## config.mk

```make
export PLATFORM = sky130hd
export DESIGN_NAME = ram_wr_sequencer
export DESIGN_NICKNAME = d
export VERILOG_FILES = /design/src/rtl/ram_wr_pkg.sv /design/src/rtl/ram_wr_fifo.sv /design/src/rtl/ram_wr_sequencer.sv
export SDC_FILE = /design/constraint.sdc
export NUM_CORES = 1
export LEC_CHECK = 0
export ABC_AREA = 0
export CORE_MARGIN = 3
export CORE_UTILIZATION = 55
export DETAILED_ROUTE_END_ITERATION = 8
export HOLD_SLACK_MARGIN = 0.1
export PLACE_DENSITY = 0.75
export SETUP_SLACK_MARGIN = 0.2
export SLEW_MARGIN = 40
export SYNTH_ARGS = -nofsm -noshare
export SYNTH_HDL_FRONTEND = slang
export SYNTH_HIERARCHICAL = 1
export SYNTH_SLANG_ARGS = --single-unit
export TNS_END_PERCENT = 30
```

## constraint.sdc

```tcl
create_clock -name clk -period 3.3 [get_ports clk]
set_input_delay 0.66 -clock clk [delete_from_list [all_inputs] [get_ports clk]]
set_output_delay 0.66 -clock clk [all_outputs]
set_load 0.02 [all_outputs]
```

## src/rtl/ram_wr_pkg.sv

```systemverilog
// Shared types and constants for the RAM write sequencer.
// Request layout and sequencer state encoding.
package ram_wr_pkg;

   localparam int COL_W     = 4;
   localparam int NUM_COLS  = 16;
   localparam int MAX_ROW_W = 16;

   typedef enum logic [1:0] {
      IDLE,
      SETUP,
      STROBE,
      HOLD
   } state_e;

   // Row is carried at its widest size; unused upper bits stay zero.
   typedef struct packed {
      logic [MAX_ROW_W-1:0] row;
      logic [COL_W-1:0]     col;
      logic [7:0]           data;
   } req_t;

endpackage

```

## src/rtl/ram_wr_fifo.sv

```systemverilog
// Request FIFO for the RAM write sequencer.
// Power-of-two depth, pointers wrap naturally.
module ram_wr_fifo #(
   parameter int DEPTH = 4,
   parameter int W     = 8
) (
   input  logic                     clk,
   input  logic                     rst_n,
   input  logic                     push_i,
   input  logic                     pop_i,
   input  logic [W-1:0]             wdata_i,
   output logic [W-1:0]             rdata_o,
   output logic                     full_o,
   output logic                     empty_o,
   output logic [$clog2(DEPTH):0]   level_o
);

   localparam int AW = $clog2(DEPTH);
   localparam int LW = AW + 1;

   logic [W-1:0]  mem_q [DEPTH];
   logic [AW-1:0] wp_q;
   logic [AW-1:0] rp_q;
   logic [LW-1:0] cnt_q;
   logic          do_push;
   logic          do_pop;

   assign full_o  = (cnt_q == LW'(DEPTH));
   assign empty_o = (cnt_q == '0);
   assign level_o = cnt_q;
   assign rdata_o = mem_q[rp_q];
   assign do_push = push_i && !full_o;
   assign do_pop  = pop_i && !empty_o;

   // Storage, pointers and occupancy; push+pop keeps the level unchanged.
   always_ff @(posedge clk or negedge rst_n) begin
      if (!rst_n) begin
         for (int i = 0; i < DEPTH; i++) mem_q[i] <= '0;
         wp_q  <= '0;
         rp_q  <= '0;
         cnt_q <= '0;
      end else begin
         if (do_push) begin
            mem_q[wp_q] <= wdata_i;
            wp_q        <= wp_q + AW'(1);
         end
         if (do_pop) rp_q <= rp_q + AW'(1);
         case ({do_push, do_pop})
            2'b10:   cnt_q <= cnt_q + LW'(1);
            2'b01:   cnt_q <= cnt_q - LW'(1);
            default: cnt_q <= cnt_q;
         endcase
      end
   end

endmodule

```

## src/rtl/ram_wr_sequencer.sv

```systemverilog
// Byte-cell RAM write sequencer: buffers requests, replays each
// as SETUP / STROBE / HOLD around a one-cycle cell write strobe.
module ram_wr_sequencer
   import ram_wr_pkg::*;
#(
   parameter int DEPTH = 4,
   parameter int ROW_W = 4
) (
   input  logic                     clk,
   input  logic                     rst_n,
   input  logic                     req_valid,
   output logic                     req_ready,
   input  logic [ROW_W+3:0]         req_addr,
   input  logic [7:0]               req_data,
   output logic [7:0]               dm_in,
   output logic [3:0]               dm_sel,
   output logic                     dm_en,
   output logic [ROW_W-1:0]         wr_row,
   output logic                     cell_we,
   output logic [$clog2(DEPTH):0]   fifo_level,
   output logic                     busy
);

   state_e           state_q;
   state_e           state_d;
   logic             pop;
   logic             full;
   logic             empty;
   req_t             wreq;
   req_t             head;
   logic [7:0]       dm_in_q;
   logic [3:0]       dm_sel_q;
   logic [ROW_W-1:0] wr_row_q;

   assign wreq.row  = MAX_ROW_W'(req_addr[ROW_W+3:COL_W]);
   assign wreq.col  = req_addr[COL_W-1:0];
   assign wreq.data = req_data;

   ram_wr_fifo #(
      .DEPTH (DEPTH),
      .W     ($bits(req_t))
   ) u_fifo (
      .clk     (clk),
      .rst_n   (rst_n),
      .push_i  (req_valid),
      .pop_i   (pop),
      .wdata_i (wreq),
      .rdata_o (head),
      .full_o  (full),
      .empty_o (empty),
      .level_o (fifo_level)
   );

   assign req_ready = !full;
   assign busy      = !empty || (state_q != IDLE);
   assign dm_en     = (state_q != IDLE);
   assign cell_we   = (state_q == STROBE);
   assign dm_in     = dm_in_q;
   assign dm_sel    = dm_sel_q;
   assign wr_row    = wr_row_q;

   // State register; reset drops dm_en/cell_we at once.
   always_ff @(posedge clk or negedge rst_n) begin
      if (!rst_n) state_q <= IDLE;
      else        state_q <= state_d;
   end

   // Next state and FIFO pop; a new entry is taken only from IDLE or HOLD.
   always_comb begin
      state_d = state_q;
      pop     = 1'b0;
      unique case (state_q)
         IDLE: begin
            if (!empty) begin
               pop     = 1'b1;
               state_d = SETUP;
            end
         end
         SETUP:  state_d = STROBE;
         STROBE: state_d = HOLD;
         HOLD: begin
            if (!empty) begin
               pop     = 1'b1;
               state_d = SETUP;
            end else begin
               state_d = IDLE;
            end
         end
         default: state_d = IDLE;
      endcase
   end

   // Demux data/select/row load only on a pop so they frame the strobe.
   always_ff @(posedge clk or negedge rst_n) begin
      if (!rst_n) begin
         dm_in_q  <= '0;
         dm_sel_q <= '0;
         wr_row_q <= '0;
      end else if (pop) begin
         dm_in_q  <= head.data;
         dm_sel_q <= head.col;
         wr_row_q <= ROW_W'(head.row);
      end
   end

endmodule

```

==> impl_summary.md <==
Detailed routing
In the final routed layout, each cell accounts on average for 17.89 µm. The detailed router finished its first iteration with 95 violations. In this run the remaining antenna-violating nets after routing total 0. The total number of vias is 2,107. The first TritonRoute pass finished after 4 iterations. Summed over all nets, wire length on met2 after detailed routing comes to 3.287 mm. After detailed routing, the met3 layer carries 246 µm of wire. The detailed-route wire length on metal 1 is 3.334 mm. The average via count per standard cell is 5.416.

The final routed DRC violation total is 0. The highest routed metal layer is met4. The total routed wirelength is 6.960 mm.

Critical path
STA classifies the critical path endpoint as an output pin. The slowest stage of the critical path belongs to the cell sky130_fd_sc_hd__clkdlybuf4s50_1. The kind of critical path is register to output pin. The worst path arrival time is 2110 ps. Of all nets on the critical path, the largest fanout is 6. The worst setup path is launched from a register. For this run, the slowest stage of the critical path takes 630 ps. The critical path goes through nor3_1 -> nand2_1 -> clkdlybuf4s50_1.

The critical path data required time is 2640 ps.

Synth
The mean area per synthesized cell is 16.48 µm². The number of nets produced by synthesis is 275. The total of warnings raised by yosys is 6. After technology mapping, the gate count stands at 246.

In this run the cell area of the synthesized design comes to 4055 µm².

Power
The share of total power dissipated in sequential elements is 0.387. Internal power comes to 0.003636 W. The largest voltage drop on the vdd net is 0.0008125 V. The share of total power dissipated in combinational logic is 0.465. The part of the total power dissipated in the clock network is 0.148. Summed over all cells, the static leakage comes to 2.008 nW. The completed layout was analyzed and its total power is 0.005366 W. Of the total power, the share spent switching nets is 0.3223.

Power spread over the standard cell area amounts to 1136 nW/µm². The switching power is 0.001730 W.

Place
The number of buffers inserted by port buffering is 41. The worst setup timing slack at the placement stage is 854.9 ps. Counting tap cells, the placed design contains a total of 374 instances. Routability-driven placement finished with a final weighted congestion of 0.7162. The half-perimeter wire length after detailed placement is 4.330 mm.

Timing
The highest clock rate is 360.7 MHz. The number of hold-slack violations in the final timing report is 0. Setup violations remaining at the end of the flow were counted as 0. The final count of pins violating max slew is 0. Adding up every negative setup slack in the final design gives 0 ps. The slack of the critical path is 528.0 ps.

Setup repair after global routing left no endpoint under its margin. At the pin with the least slew margin, the transition time is 674.5 ps. In the finished design, the share of the clock period the worst path needs comes to 0.8400. Subtracting the final worst setup slack from the clock period gives 2772 ps. Across the routed clock network, the largest skew measured is 9.388 ps. Headroom to the max-slew limit came out at 0.5504.

Cells and area
The final-layout fill cell count is 502. After the flow finishes, the layout carries non-filler instances totaling 389. The sequential cell area in the final layout is 2228 µm². The signed area change from the synthesized netlist to the final layout is 16.51%.

The core utilization of the finished layout is 0.6767. 0 antenna diodes ended up in the layout. After the last flow step, the layout net total stands at 318.

Of the cells placed in the final design, the portion with a size suffix greater than 1 is 0.4164. The total area of multi-input combinational cells is 1690 µm².

Clocking
In this run the clock root is driven by a sky130_fd_sc_hd__clkbuf_8. Clock tree synthesis found a total of 89 sinks. After clock tree synthesis, the repair step resized 0 gates.

After clock tree synthesis, the clock-pin slew on the worst setup and hold paths is 80 ps. The clock passes through at most 2 buffers. The post-CTS repair timing setup buffer count is 0. The latest clock arrival within the worst-skew pair is 340 ps. The number of hold buffers added after CTS is 0. The CTS tree is done. CTS built an H-tree with a depth of 3. The number of clock buffers inserted by TritonCTS is 9.

GRT
Entering global routing, the biggest net connects 90 pins. The global-route wire length before repair is 11.72 mm. The initial antenna violation count was 0. The overflow left after global routing is 0. The number of global-route vias before repair came to 2,254. The total routing usage reported by global routing is 0.1811.

Floorplan
Measured along the y axis, the die boundary spans 91.87 µm. The standard-cell row count is 30. The initial utilization of the core area, before any placement, comes to 0.5808.

The die covers 8439 µm². The area of the core region is 6982 µm². From left edge to right edge, the die measures 91.87 µm. The boundary pin count is 42.

Run status
The flow ran to the end, and the final reports show no timing, DRC or antenna violations.

Worst hold path
The path category of the worst min-delay check is primary input to async pin.

Flow run
Across the run, the number of max-cap violations was 0.
-- metrics by stage --
step / hold slack, ps / instance area, µm²
after floorplan: 364.4 / 4055
after global placement: 484.5 / 4514
after detailed placement: 490.4 / 4514
after CTS: 358.5 / 4723
after global routing: 359.6 / 4725
final: 318.9 / 4725
-- power groups by stage --
stage | logic [W] | clock network (W) | registers (W)
5_1_grt | 0.00268 | 0.000860 | 0.00217
4_1_cts | 0.00253 | 0.000812 | 0.00208
2_1_floorplan | 0.00192 | 0 | 0.00208
3_3_place_gp | 0.00246 | 0 | 0.00208
3_5_place_dp | 0.00252 | 0 | 0.00210
6_report | 0.00250 | 0.000793 | 0.00208
-- cell type report --
type	instances	share of cell area
clock inverters	5	0.01721
inverters	9	0.007150
clock buffers	10	0.02701
repair buffers	44	0.09375
multi-input cells	136	0.3578
flip-flops and latches	89	0.4717
well taps	96	0.02542
-- cell usage in the layout (no fill, tap or decap), drive strengths merged --
cell type,count
xnor2,3
clkbuf,10
nand2b,2
nor3b,1
nor3,1
bufinv,2
buf,4
clkdlybuf4s50,40
o31a,1
nor2,7
clkinvlp,1
xor2,3
nand2,7
ha,9
inv,9
mux2i,1
a31oi,1
fa,1
o21ai,1
clkinv,2
dfrtp,89
o22a,1
mux4,16
mux2,81
-- flip-flops by register name (all words and copies together) (netlist names) --
register	count
state_q	2
dm_sel	4
u_fifo/rp_q	2
u_fifo/level_o	3
u_fifo/mem_q	64
wr_row	4
u_fifo/wp_q	2
dm_in	8
-- worst max-delay path: cells and delay by family (launching register included) --
kind	cells	cell delay (ps)
simple gates	2	670
buf+inv	1	630
flops	1	480
-- layer usage --
layer	track usage	vias up
met4	0.07054	0
met1	0.2625	1100
met5	0	-
li1	-	965
met2	0.2707	34
met3	0.03692	8
-- path summary, 6_finish.rpt --
path                            depth (start not counted)              start                 to  slack, ps
max in group asynchronous                               2              rst_n     u_fifo/rp_q[1]       2540
min in group clk                                        1   u_fifo/mem_q[95]   u_fifo/mem_q[95]        510
worst max-delay path                                    3  u_fifo/level_o[0]               busy        530
worst min-delay path                                    2              rst_n   u_fifo/mem_q[85]        320
worst min register to register                          1   u_fifo/mem_q[95]   u_fifo/mem_q[95]        510
worst max register to register                          8  u_fifo/level_o[0]  u_fifo/level_o[2]        960
Note: power is estimated with default switching activity, not from simulation.
